**config.mk**
```make
export PLATFORM = sky130hd
export DESIGN_NAME = axi_ofm_writer
export DESIGN_NICKNAME = d
export VERILOG_FILES = /design/src/rtl/axi_ofm_writer.sv
export SDC_FILE = /design/constraint.sdc
export NUM_CORES = 1
export LEC_CHECK = 0
export BUFFER_PORTS_ARGS = -buffer_cell sky130_fd_sc_hd__buf_2
export CORE_UTILIZATION = 50
export CTS_CLUSTER_DIAMETER = 60
export CTS_CLUSTER_SIZE = 40
export DETAILED_ROUTE_END_ITERATION = 8
export PLACE_DENSITY = 0.69
export SYNTH_ARGS = -nofsm -noshare
export SYNTH_HDL_FRONTEND = slang
export SYNTH_SLANG_ARGS = --single-unit
export TNS_END_PERCENT = 1
```
**constraint.sdc**
```tcl
create_clock -name clk -period 12.3 [get_ports clk]
set_input_delay 0.615 -clock clk [delete_from_list [all_inputs] [get_ports clk]]
set_output_delay 0.615 -clock clk [all_outputs]
set_load 0.01 [all_outputs]
```
**src/rtl/axi_ofm_writer.sv**
```systemverilog
// AXI4 write initiator: buffers the OFM stream in a FIFO and writes it to DRAM as
// INCR bursts that never cross 4 KB. Optional stall counter under OFM_WR_PERF_EN.
module axi_ofm_writer #(
  parameter int AXI_WIDTH_AD = 32,
  parameter int AXI_WIDTH_ID = 4,
  parameter int AXI_WIDTH_DA = 32,
  parameter int BURST_LEN    = 16,
  parameter int FIFO_DEPTH   = 32,
  parameter int CNT_W        = 20
) (
  input  logic                      clk,
  input  logic                      rst,
  input  logic                      i_start,
  input  logic [AXI_WIDTH_AD-1:0]   i_base_addr,
  input  logic [CNT_W-1:0]          i_num_words,
  input  logic                      s_valid,
  output logic                      s_ready,
  input  logic [AXI_WIDTH_DA-1:0]   s_data,
  output logic                      M_AWVALID,
  input  logic                      M_AWREADY,
  output logic [AXI_WIDTH_AD-1:0]   M_AWADDR,
  output logic [AXI_WIDTH_ID-1:0]   M_AWID,
  output logic [7:0]                M_AWLEN,
  output logic [2:0]                M_AWSIZE,
  output logic [1:0]                M_AWBURST,
  output logic                      M_WVALID,
  input  logic                      M_WREADY,
  output logic [AXI_WIDTH_DA-1:0]   M_WDATA,
  output logic [AXI_WIDTH_DA/8-1:0] M_WSTRB,
  output logic                      M_WLAST,
  input  logic                      M_BVALID,
  output logic                      M_BREADY,
  input  logic [1:0]                M_BRESP,
  output logic                      o_busy,
  output logic                      o_done,
  output logic                      o_err,
  output logic [2:0]                o_dbg_state
`ifdef OFM_WR_PERF_EN
  ,
  output logic [31:0]               o_stall_cycles
`endif
);

  // Handshakes: a transfer happens on a rising clk edge where valid && ready are both
  // high; once valid rises, it and its payload stay stable until that transfer.

  localparam int PW = $clog2(FIFO_DEPTH);
  localparam int CW = PW + 1;

  typedef enum logic [2:0] {
    S_IDLE = 3'd0,
    S_CALC = 3'd1,
    S_ADDR = 3'd2,
    S_DATA = 3'd3,
    S_RESP = 3'd4,
    S_DONE = 3'd5
  } state_t;

  state_t state_q, state_d;

  logic [AXI_WIDTH_DA-1:0] mem [FIFO_DEPTH];
  logic [PW-1:0]           wr_ptr, rd_ptr;
  logic [CW-1:0]           count;

  logic [AXI_WIDTH_AD-1:0] addr_q;
  logic [CNT_W-1:0]        rem_q;
  logic [CNT_W-1:0]        rem_next;
  logic [8:0]              len_q;
  logic [8:0]              beat_q;
  logic                    err_q;

  logic                    start_acc;
  logic                    push;
  logic                    pop;
  logic                    last_beat;
  logic [10:0]             words_to_4k;
  logic [31:0]             len_w;
  logic [8:0]              len_c;

  assign start_acc = (state_q == S_IDLE) && i_start;
  assign o_busy    = (state_q == S_CALC) || (state_q == S_ADDR) ||
                     (state_q == S_DATA) || (state_q == S_RESP);
  assign s_ready   = (count < CW'(FIFO_DEPTH)) && o_busy;
  assign push      = s_valid && s_ready;
  assign pop       = M_WVALID && M_WREADY;
  assign last_beat = (beat_q == len_q - 9'd1);
  assign rem_next  = rem_q - CNT_W'(len_q);

  // Burst length: smallest of the burst cap, the words left, and the words to the next 4 KB page.
  always_comb begin
    words_to_4k = 11'd1024 - {1'b0, addr_q[11:2]};
    len_w = 32'(BURST_LEN);
    if (32'(rem_q) < len_w)       len_w = 32'(rem_q);
    if (32'(words_to_4k) < len_w) len_w = 32'(words_to_4k);
    len_c = len_w[8:0];
  end

  always_ff @(posedge clk or posedge rst) begin
    if (rst) state_q <= S_IDLE;
    else     state_q <= state_d;
  end

  always_comb begin
    state_d   = state_q;
    M_AWVALID = 1'b0;
    M_WVALID  = 1'b0;
    M_WLAST   = 1'b0;
    M_BREADY  = 1'b0;
    o_done    = 1'b0;
    case (state_q)
      S_IDLE: begin
        if (i_start) state_d = (i_num_words == '0) ? S_DONE : S_CALC;
      end
      S_CALC: begin
        // Start only once the whole burst is buffered, so WVALID never drops mid-burst.
        if (32'(count) >= 32'(len_c)) state_d = S_ADDR;
      end
      S_ADDR: begin
        M_AWVALID = 1'b1;
        if (M_AWREADY) state_d = S_DATA;
      end
      S_DATA: begin
        M_WVALID = 1'b1;
        M_WLAST  = last_beat;
        if (M_WREADY && last_beat) state_d = S_RESP;
      end
      S_RESP: begin
        M_BREADY = 1'b1;
        if (M_BVALID) state_d = (rem_next == '0) ? S_DONE : S_CALC;
      end
      S_DONE: begin
        o_done  = 1'b1;
        state_d = S_IDLE;
      end
      default: state_d = S_IDLE;
    endcase
  end

  always_ff @(posedge clk or posedge rst) begin
    if (rst) begin
      addr_q <= '0;
      rem_q  <= '0;
      len_q  <= '0;
      beat_q <= '0;
      err_q  <= 1'b0;
    end else begin
      if (start_acc) begin
        addr_q <= i_base_addr;
        rem_q  <= i_num_words;
        err_q  <= 1'b0;
      end
      if (state_q == S_CALC && state_d == S_ADDR) begin
        len_q  <= len_c;
        beat_q <= '0;
      end
      if (pop) beat_q <= beat_q + 9'd1;
      if (state_q == S_RESP && M_BVALID) begin
        if (M_BRESP != 2'b00) err_q <= 1'b1;
        addr_q <= addr_q + AXI_WIDTH_AD'({len_q, 2'b00});
        rem_q  <= rem_next;
      end
    end
  end

  // Stream FIFO; a new job discards words left over from the previous one.
  always_ff @(posedge clk or posedge rst) begin
    if (rst) begin
      wr_ptr <= '0;
      rd_ptr <= '0;
      count  <= '0;
    end else if (start_acc) begin
      wr_ptr <= '0;
      rd_ptr <= '0;
      count  <= '0;
    end else begin
      if (push) wr_ptr <= wr_ptr + 1'b1;
      if (pop)  rd_ptr <= rd_ptr + 1'b1;
      if (push && !pop)      count <= count + 1'b1;
      else if (!push && pop) count <= count - 1'b1;
    end
  end

  always_ff @(posedge clk) begin
    if (push) mem[wr_ptr] <= s_data;
  end

  assign M_AWADDR    = addr_q;
  assign M_AWID      = '0;
  assign M_AWLEN     = 8'(len_q - 9'd1);
  assign M_AWSIZE    = 3'b010;
  assign M_AWBURST   = 2'b01;
  assign M_WDATA     = mem[rd_ptr];
  assign M_WSTRB     = '1;
  assign o_err       = err_q;
  assign o_dbg_state = state_q;

`ifdef OFM_WR_PERF_EN
  logic [31:0] stall_q;

  always_ff @(posedge clk or posedge rst) begin
    if (rst)            stall_q <= '0;
    else if (start_acc) stall_q <= '0;
    else if (o_busy && ((state_q == S_CALC) || (M_WVALID && !M_WREADY)))
      stall_q <= stall_q + 32'd1;
  end

  assign o_stall_cycles = stall_q;
`endif

endmodule
```
; Word level (Yosys, flattened, before mapping)
; Memories as Yosys holds them, arrays and structs flattened.
; Cells that the tools add are included.
; Widths: inputs -> output; s select.
[totals]
regBits = 90
mem_bits_rw = 1024
input_bits = 93
out_inout_bits = 96
word_cells = 86
memories = 1
[classes]
n_addsub = 9
magnitude_cmp = 4
eq_ne = 7
n_mux = 33
n_reduce_logical = 23
[mem_list]
columns = name, depth, word_bits, read_ports, rd_clocked_by_memory_dff, wr, line
row1 = mem, 32, 32, 1, 0, 1, 61  ; logic [AXI_WIDTH_DA-1:0] mem [FIFO_DEPTH];
[ops]
columns = cell, n
row1 = $mux 32, 2
row2 = $mux 20, 3
row3 = $logic_not 20->1, 2
row4 = $add 32x11->32, 1
row5 = $mux 9, 3
row6 = $mux 3, 7
row7 = $lt 11x20->1, 1
row8 = $lt 20x5->1 const B, 1
row9 = $mux 5, 4
row10 = $sub 20x9->20, 1
row11 = $mux 6, 3
row12 = $pmux 3 s5, 1
row13 = $sub 11x10->11 const A, 1
row14 = $add 5x1->5 const B, 2
row15 = $mux 1, 10
row16 = $reduce_bool 2->1, 5
row17 = $add 9x1->9 const B, 1
row18 = $eq 3x2->1 const B, 3
row19 = $eq 9x9->1, 1
row20 = $ge 6x9->1, 1
row21 = $logic_and 1x1->1, 9
row22 = $sub 9x1->9 const B, 1
row23 = $add 6x1->6 const B, 1
row24 = $eq 3x3->1 const B, 2
row25 = other kinds (7), 10

; Longest topological paths before layout
; Gate-level depths: netlist (run 1).
[depth]
depth_word = 11
ltp_mapped = 22
ltp_nobuf = 21

; Worst setup path after synthesis (run 1)
; No wires, ideal clock.
[synth_path]
kind = register to register
start = reg addr_q[6] (netlist: M_AWADDR[6])
end = reg state_q[1] (netlist: o_dbg_state[1])
setup_time_ps = 118
t_arrival_ps = 4074
required_time_ps = 12182
path_slack_ps = 8108
stages_incl_launch_ff = 22
path_buffers = 1
synth_period_minus_slack_ps = 4192
path_cell_list = dfrtp_1 nor4_1 nand3_1 or4_1 xnor2_1 ha_1 nand2_1 nor3_1 o21ai_0 a31o_2 nand3_4 mux2i_1 ha_1 nand2b_1 a21o_1 a21o_1 a21oi_1 o21ai_0 o211a_4 buf_2 nor2_1 nand2_1
[synth_between]
elab_chain_len = 6
[synth_lines]
columns = element, line
row1 = from (decl), 65  ; logic [AXI_WIDTH_AD-1:0] addr_q;
row2 = from (signal assigned), 148  ; addr_q <= i_base_addr;
row3 = from (signal assigned), 159  ; addr_q <= addr_q + AXI_WIDTH_AD'({len_q, 2'b00});
row4 = $sub 11x10->11, 91  ; words_to_4k = 11'd1024 - {1'b0, addr_q[11:2]};
row5 = $lt 11x20->1, 94  ; if (32'(words_to_4k) < len_w) len_w = 32'(words_to_4k);
row6 = $mux 9, 94
row7 = via len_w[0], 77  ; logic [31:0] len_w;
row8 = $ge 6x9->1, 116  ; if (32'(count) >= 32'(len_c)) state_d = S_ADDR;
row9 = $mux 3, 116
row10 = $pmux 3 s5, 110  ; case (state_q)
row11 = via state_d[1], 59  ; state_t state_q, state_d;
row12 = to (signal assigned), 100  ; else state_q <= state_d;
row13 = to (decl), 59
; The timed path passes the listed nets, and every way through them passes these cells.
; A chain may end at the register's enable or synchronous reset.

; Worst setup path in the final report (run 1)
[layout_path]
start = reg rd_ptr[0]
end = out M_WDATA[3]
[layout_between]
elab_chain_len = 1
[layout_lines]
columns = element, line
row1 = from (decl), 62  ; logic [PW-1:0] wr_ptr, rd_ptr;
row2 = from (signal assigned), 177  ; if (pop) rd_ptr <= rd_ptr + 1'b1;
row3 = $mem_v2 32x32, -
row4 = to (decl), 28  ; output logic [AXI_WIDTH_DA-1:0] M_WDATA,
; No other way between the ends.

==> results of run 1 <==
==> power breakdown <==
| part | switching [mW] | internal (mW) |
|---|---|---|
| Clock | 1.53 | 1.43 |
| Sequential | 0.232 | 4.33 |
| Combinational | 1.42 | 1.29 |
==> through the flow <==
stage,utilization [%],setup slack (ns)
3_3_place_gp,53.3,7.19
5_1_grt,56.6,6.24
4_1_cts,56.6,6.43
3_5_place_dp,53.3,7.14
6_report,56.6,6.67
2_1_floorplan,-,8.11
==> sequential cells by signal (all words and copies together), names as in the netlist <==
signal       count
rem_q           20
count            6
rd_ptr           5
o_err            1
mem           1024
M_AWADDR        32
len_q            9
beat_q           9
o_dbg_state      3
wr_ptr           5
==> cells in the mapped netlist (3+ instances only) <==
cell type and n:
nor4_1 16, o21ai_1 4, a31oi_1 10, clkbuf_1 71, inv_1 40, xnor2_1 24, o221ai_1 3, nand4_1 12
ha_1 46, edfxtp_1 1024, nor2_1 93, buf_1 24, buf_2 15, o21ai_0 56, a32oi_1 4, dfrtp_1 90
a21o_1 9, a21oi_1 40, xor2_1 24, o22ai_1 6, and3_1 14, o311ai_0 12, nand3b_1 5, mux2i_1 4
o31ai_1 4, o21a_1 5, nand2_1 99, or3_1 3, a22oi_1 15, fa_1 3, a211oi_1 3, nor3_1 15
a221o_1 11, nor2b_1 7, and2_1 5, or4_1 4, nand3_1 35, nor3b_1 6, mux4_2 320, nand2b_1 6
or2_2 3, buf_4 13, mux2_2 33
==> final cells by class <==
cell class                 count  area, µm²  share of cell area (%)
sequential                  1114      33000                    64.9
multi-input combinational   1012      12000                    23.6
clock buffer                  84       2090                    4.11
tap                         1176       1470                    2.89
timing repair buffer         225       1250                    2.46
clock inverter                67        902                    1.77
inverter                      40        153                   0.300
antenna                        2       5.00                 0.00984
==> kinds of logic after synthesis <==
| kind of cell | count (synthesis) | share of synthesized area, % |
|---|---|---|
| XOR/XNOR | 48 | 0.927 |
| multiplexers | 358 | 16.8 |
| adder cells (fa/ha/maj) | 49 | 1.40 |
| AO/OA/AOI/OAI | 205 | 2.99 |
| other | 2 | 0.0166 |
| buffers and inverters | 163 | 1.50 |
| AND/OR/NAND/NOR | 333 | 3.58 |
| flip-flops | 1114 | 72.8 |
==> routing by layer <==
metal / global-route usage, % / vias to the layer above / wire [µm]
li1: - / 9785 / -
met1: 34.1 / 12460 / 43900
met2: 38.4 / 1048 / 53300
met3: 3.68 / 156 / 8530
met4: 6.26 / 4 / 2350
met5: 0 / - / 23
==> critical path: cells and delay by family, from the launching register on <==
family,cells,cell delay (ns)
buffers and inverters,3,1.97
muxes,3,1.42
DFF,1,0.91
==> final timing paths <==
kind,end,cells after the start
worst max register to register,beat_q[2],20
max in group asynchronous,o_err,4
worst max-delay path,M_WDATA[3],6
min in group asynchronous,wr_ptr[3],3
worst min register to register,o_err,2
worst min-delay path,M_AWADDR[0],3
==> key figures, run 1 <==
Outcome
  – Status: complete, no violations

Die
  – Initial Util: just over 50%
  – Die Ht: between 300 and 400 µm
  – Die extent in x: a little over 300 µm
  – Full die area: approximately 92000 µm²
  – Boundary Pins: roughly 190
  – Row Count: between 100 and 150
  – Core ar.: 89900 µm²

Logic synthesis
  – Ys async rst share: between 8 and 9%
  – Synthesized area per cell: roughly 20 µm²
  – Synthesized cell area: between 40000 and 50000 µm²
  – Synth top area share: 67.8%
  – Synth Flop Type: edfxtp_1
  – Flops & latches, synth: roughly 1100
  – Top cells by area, synth: edfxtp_1 (68%), mux4_2 (16%), dfrtp_1 (5.0%), ha_1 (1.3%), mux2_2 (0.82%)
  – Yosys warning count: 0
  – Register area share after synthesis: between 70 and 80%
  – Post-synth top area cell: edfxtp_1
  – Synth cell types: 70
  – EDFF count, synth: slightly above 1000
  – Syn Inst Count: about 2300

STA
  – Fin Clk Skew: about 0.04 ns
  – Final Slew Violations: 0
  – Worst-margin pin slew: ~1.2 ns
  – Final Cycle Share: a little under half
  – RSZ-0062 raised after global routing: false
  – Minimum clock period: 5.63 ns
  – Slew headroom: 17.6%
  – Max Fclk: around 180 MHz
  – Final TNS setup: 0 ns
  – Final setup viols: 0
  – Hold Vio Cnt, Final: 0
  – Worst Hold Slack: ~0.16 ns

CTS
  – Post_cts resized: 0
  – Hold_buf cts: 1
  – Clk slew on worst S/H paths: roughly 0.06 ns
  – Skew-Pair Late Insertion Delay: between 0.6 and 0.7 ns
  – Cts bufs inserted: 82
  – CTS tree: built
  – Post-CTS Setup Bufs: 0
  – Clock sinks: approximately 1100
  – H-tree levels: 3
  – CTS max path bufs: 3
  – Root Driver: clkbuf_16

Power and ir drop
  – Total power: 10.2 mW
  – PwrDens: ~200 nW/µm²
  – Max IR drop VDD: roughly 0.13 mV
  – Leak pwr: 16.4 nW

Global routing
  – Vias in the first global route: roughly 23000
  – First-pass GRT wire length: ~160 mm
  – Total congestion overflow: 0
  – Largest net degree at the start of global routing: 82
  – Initial antenna violation count: 5
  – GRT Util Overall: about a quarter

Setup path
  – CP Capture Type: primary output
  – Startpoint types: register
  – Highest fanout seen on the critical path: between 40 and 50
  – Worst reg2reg startpoint: rem_q[12]
  – Worst Path Arrival: between 5 and 6 ns
  – Worst Setup SP: rd_ptr[0]
  – Crit-path cells: buf_4 > buf_4 > mux4_2 > mux4_2 > mux2_2 > buf_2
  – R2r setup slk: between 7 and 8 ns
  – Crit-path slowest cell: dfrtp_4
  – Critical path type: register to primary output
  – CP required: about 12 ns
  – Slowest Stage Delay on Critical Path: a little over 0.9 ns

Routing
  – Vias/cell: 6.30
  – Via count: between 20000 and 25000
  – Initial drt markers: 2736
  – Wirelength, routed: between 100 and 150 mm
  – Detail Route Antenna Nets: 0
  – DRC: 0
  – Drt wl/cell: 29.1 µm
  – DRT Pass-1 Iters: 5

Placed design
  – HPWL Detailed: between 50 and 60 mm
  – Port bufs: about 180
  – Placed insts: about 3600
  – Gp weighted congestion: between 0.8 and 0.9
  – DP Area: around 48000 µm²

Finish
  – Synthesis-to-layout area growth: 12.2%
  – Commonest cells after routing, fill and taps aside: edfxtp_1 (1024), mux4_2 (320), buf_2 (175)
  – Post-route cell area: 50900 µm²
  – Non-Filler Instances: about 3700
  – Fill cells: 6573
  – Leading cell type in the layout, fill and taps excluded: edfxtp_1
  – Layout Nets: approximately 2600
  – Fraction of layout cells with a size suffix above 1: a little under a third

Worst hold path
  – Startpoint of the worst hold path: i_base_addr[0]
  – Hold Path Class: input port to register

Run
  – Max-Cap Viols: 0
(Power assumes the default switching activity.)
==> run 2: changes to the inputs <==
Settings changed: PLACE_DENSITY 0.69 to 0.71.
Clock period 12.3 ns to 5.1 ns, I/O delays scaled along.
==> key figures, run 2 (synthesis results as in run 1) <==
Global routing
  – Total congestion overflow: 0
  – GRT Util Overall: about a quarter
  – First-pass GRT wire length: approximately 160 mm
  – Largest net degree at the start of global routing: 70
  – GR met3 Demand/Resource: under 10%
  – Vias in the first global route: 23958
  – Most used routing layer: met2
  – GRT met2 Usage: between 30% and 40%
  – Initial antenna violation count: 1
  – Met1 GRT Util: about a third

Setup path
  – CP required: 5.68 ns
  – Startpoint types: register
  – Worst r2r path cells: 21
  – Worst Path Arrival: around 5.4 ns
  – Delay-heaviest family, CP: simple AND/OR/NAND/NOR gates
  – Highest fanout seen on the critical path: 10
  – Crit path depth: 21
  – CP dominant cell by count: o21ai_0
  – Critical path type: register to register
  – Slowest Stage Delay on Critical Path: roughly 0.54 ns
  – Crit-path cells: nor4_4 > nand3_2 > or4_1 > xnor2_1 > ha_1 > nand2_1 > nor3_1 > o21ai_0 > a31o_2 > nand3_4 > mux2i_4 > ha_1 > nand2b_1 > a21o_1 > a21o_1 > a21oi_1 > o21ai_0 > o21ai_0 > nand2_1 > nand3_1 > dlygate4sd3_1
  – Crit-path slowest cell: dlygate4sd3_1
  – CP Capture Type: register
  – Worst path bufs/invs: 1

Placed design
  – Placed insts: 3584
  – HPWL Detailed: 62.1 mm
  – Gp weighted congestion: about 0.86
  – Port bufs: around 180

CTS
  – Clock sinks: around 1100
  – H-tree levels: 3
  – Skew-Pair Late Insertion Delay: just under 0.7 ns
  – Root Driver: clkbuf_16
  – CTS tree: built
  – Cts bufs inserted: 79
  – Clk slew on worst S/H paths: about 0.11 ns
  – CTS max path bufs: 3

Power and ir drop
  – Part of the power in combinational logic: roughly 27%
  – Switch Pwr: 7.92 mW
  – Sw Ratio: 31.6%
  – Clock power share: between 20 and 30%
  – Reg power frac: between 40 and 50%
  – Internal power: 17.1 mW
  – Max IR drop VDD: approximately 0.43 mV
  – PwrDens: ~480 nW/µm²
  – Total power: about 25 mW
  – Leak pwr: between 15 and 20 nW

STA
  – Final setup viols: 0
  – Hold Vio Cnt, Final: 0
  – Slew headroom: just under 30%
  – Final Cycle Share: between 90% and 100%
  – Final Slew Violations: 0
  – Max Fclk: around 210 MHz
  – Minimum clock period: around 4.8 ns
  – Worst-margin pin slew: about 1.1 ns
  – Fin Clk Skew: 0.0489 ns
  – Worst Hold Slack: 0.0522 ns

Routing
  – Detail Route Antenna Nets: 0
  – DRC: 0
  – Drt wl/cell: approximately 28 µm
  – DRT Pass-1 Iters: 7
  – Initial drt markers: roughly 2500
  – Via count: between 20000 and 25000
  – Wirelength, routed: 106 mm
  – Vias/cell: approximately 6

Finish
  – Layout Nets: roughly 2700
  – Synthesis-to-layout area growth: 14.4%
  – Leading cell type in the layout, fill and taps excluded: edfxtp_1
  – Max reg flops: just over 1000
  – Commonest cells after routing, fill and taps aside: edfxtp_1 (1024), mux4_2 (320), buf_2 (175)
  – Most flops, register: mem
  – Non-Filler Instances: around 3800
  – Fraction of layout cells with a size suffix above 1: 30.3%

Run
  – Max-Cap Viols: 0

Die
  – Initial Util: just over 50%
  – Die extent in x: 303 µm
  – Full die area: between 90000 and 100000 µm²
  – Row Count: 110
  – Boundary Pins: between 150 and 200
  – Die Ht: slightly above 300 µm
  – Core ar.: about 90000 µm²

Worst hold path
  – Hold Path Class: input port to register
  – Hold depth: 1

Outcome
  – Status: complete, no violations
==> run 2: cell count changes in the layout (fill, tap and decap cells not counted), moves of 6 or more <==
cell,change
buf_12,+16
inv_8,-6
inv_16,+7
dlygate4sd3_1,+57
==> run 2: worst paths after layout <==
kind	to	start	slack, ns
worst max-delay path	o_dbg_state[0]	M_AWADDR[5]	0.30
worst max register to register	o_dbg_state[0]	M_AWADDR[5]	0.30
max in group asynchronous	rd_ptr[0]	rst	3.58
min in group asynchronous	count[5]	rst	0.15
worst min register to register	o_err	o_err	0.52
worst min-delay path	mem[16][19]	s_data[19]	0.05
==> run 2: worst reg2reg max path, delay by kind of cell (launching register included) <==
kind	cells	cell delay [ns]
multiplexers	1	0.27
buffers and inverters	1	0.54
adder cells (fa/ha/maj)	2	0.55
AND/OR/NAND/NOR	9	1.69
XOR/XNOR	1	0.17
AO/OA/AOI/OAI	7	1.05
flip-flops	1	0.47
==> run 2: per-stage QoR <==
stage / setup WS [ns] / cell area, µm² / setup TNS, ns / util, %
after detailed placement: 0.298 / 48200 / 0 / 53.6
final: 0.304 / 51900 / 0 / 57.7
after global routing: -0.0143 / 51900 / -0.0143 / 57.7
after floorplan: 0.908 / 45400 / 0 / -
after global placement: 0.427 / 48200 / 0 / 53.6
after CTS: 0.0822 / 51800 / 0 / 57.7
==> run 2: what timing repair did <==
| item | 4_1_cts | 5_1_grt |
|---|---|---|
| hold endpoints to repair | 80 | 0 |
| setup endpoints to repair | 0 | 4 |
| setup buffers | 0 | 1 |
| resized for setup | 0 | 6 |
| hold buffers | 58 | 0 |
==> run 2: area by class of cell <==
class / count / area, µm²
Fill cell: 6460 / 38000
Sequential cell: 1114 / 33000
Multi-Input combinational cell: 1012 / 12000
Timing Repair Buffer: 301 / 2170
Clock buffer: 83 / 2060
Tap cell: 1176 / 1470
Clock inverter: 63 / 987
Inverter: 40 / 151
Antenna cell: 1 / 2.50
==> run 2: metal layers <==
layer | vias to the layer above | part of all wire, %
met2 | 874 | 51
met5 | - | 0
met3 | 179 | 5.7
met1 | 12407 | 41
li1 | 9906 | -
met4 | 0 | 2.9
==> run 2: power groups by stage <==
stage          sequential [mW]  clock [mW]  combinational (mW)
2_1_floorplan             11.0           0                4.81
3_3_place_gp              11.2           0                6.62
3_5_place_dp              11.3           0                6.75
4_1_cts                   11.1        7.30                6.84
5_1_grt                   11.2        7.61                7.34
6_report                  11.1        7.19                6.79
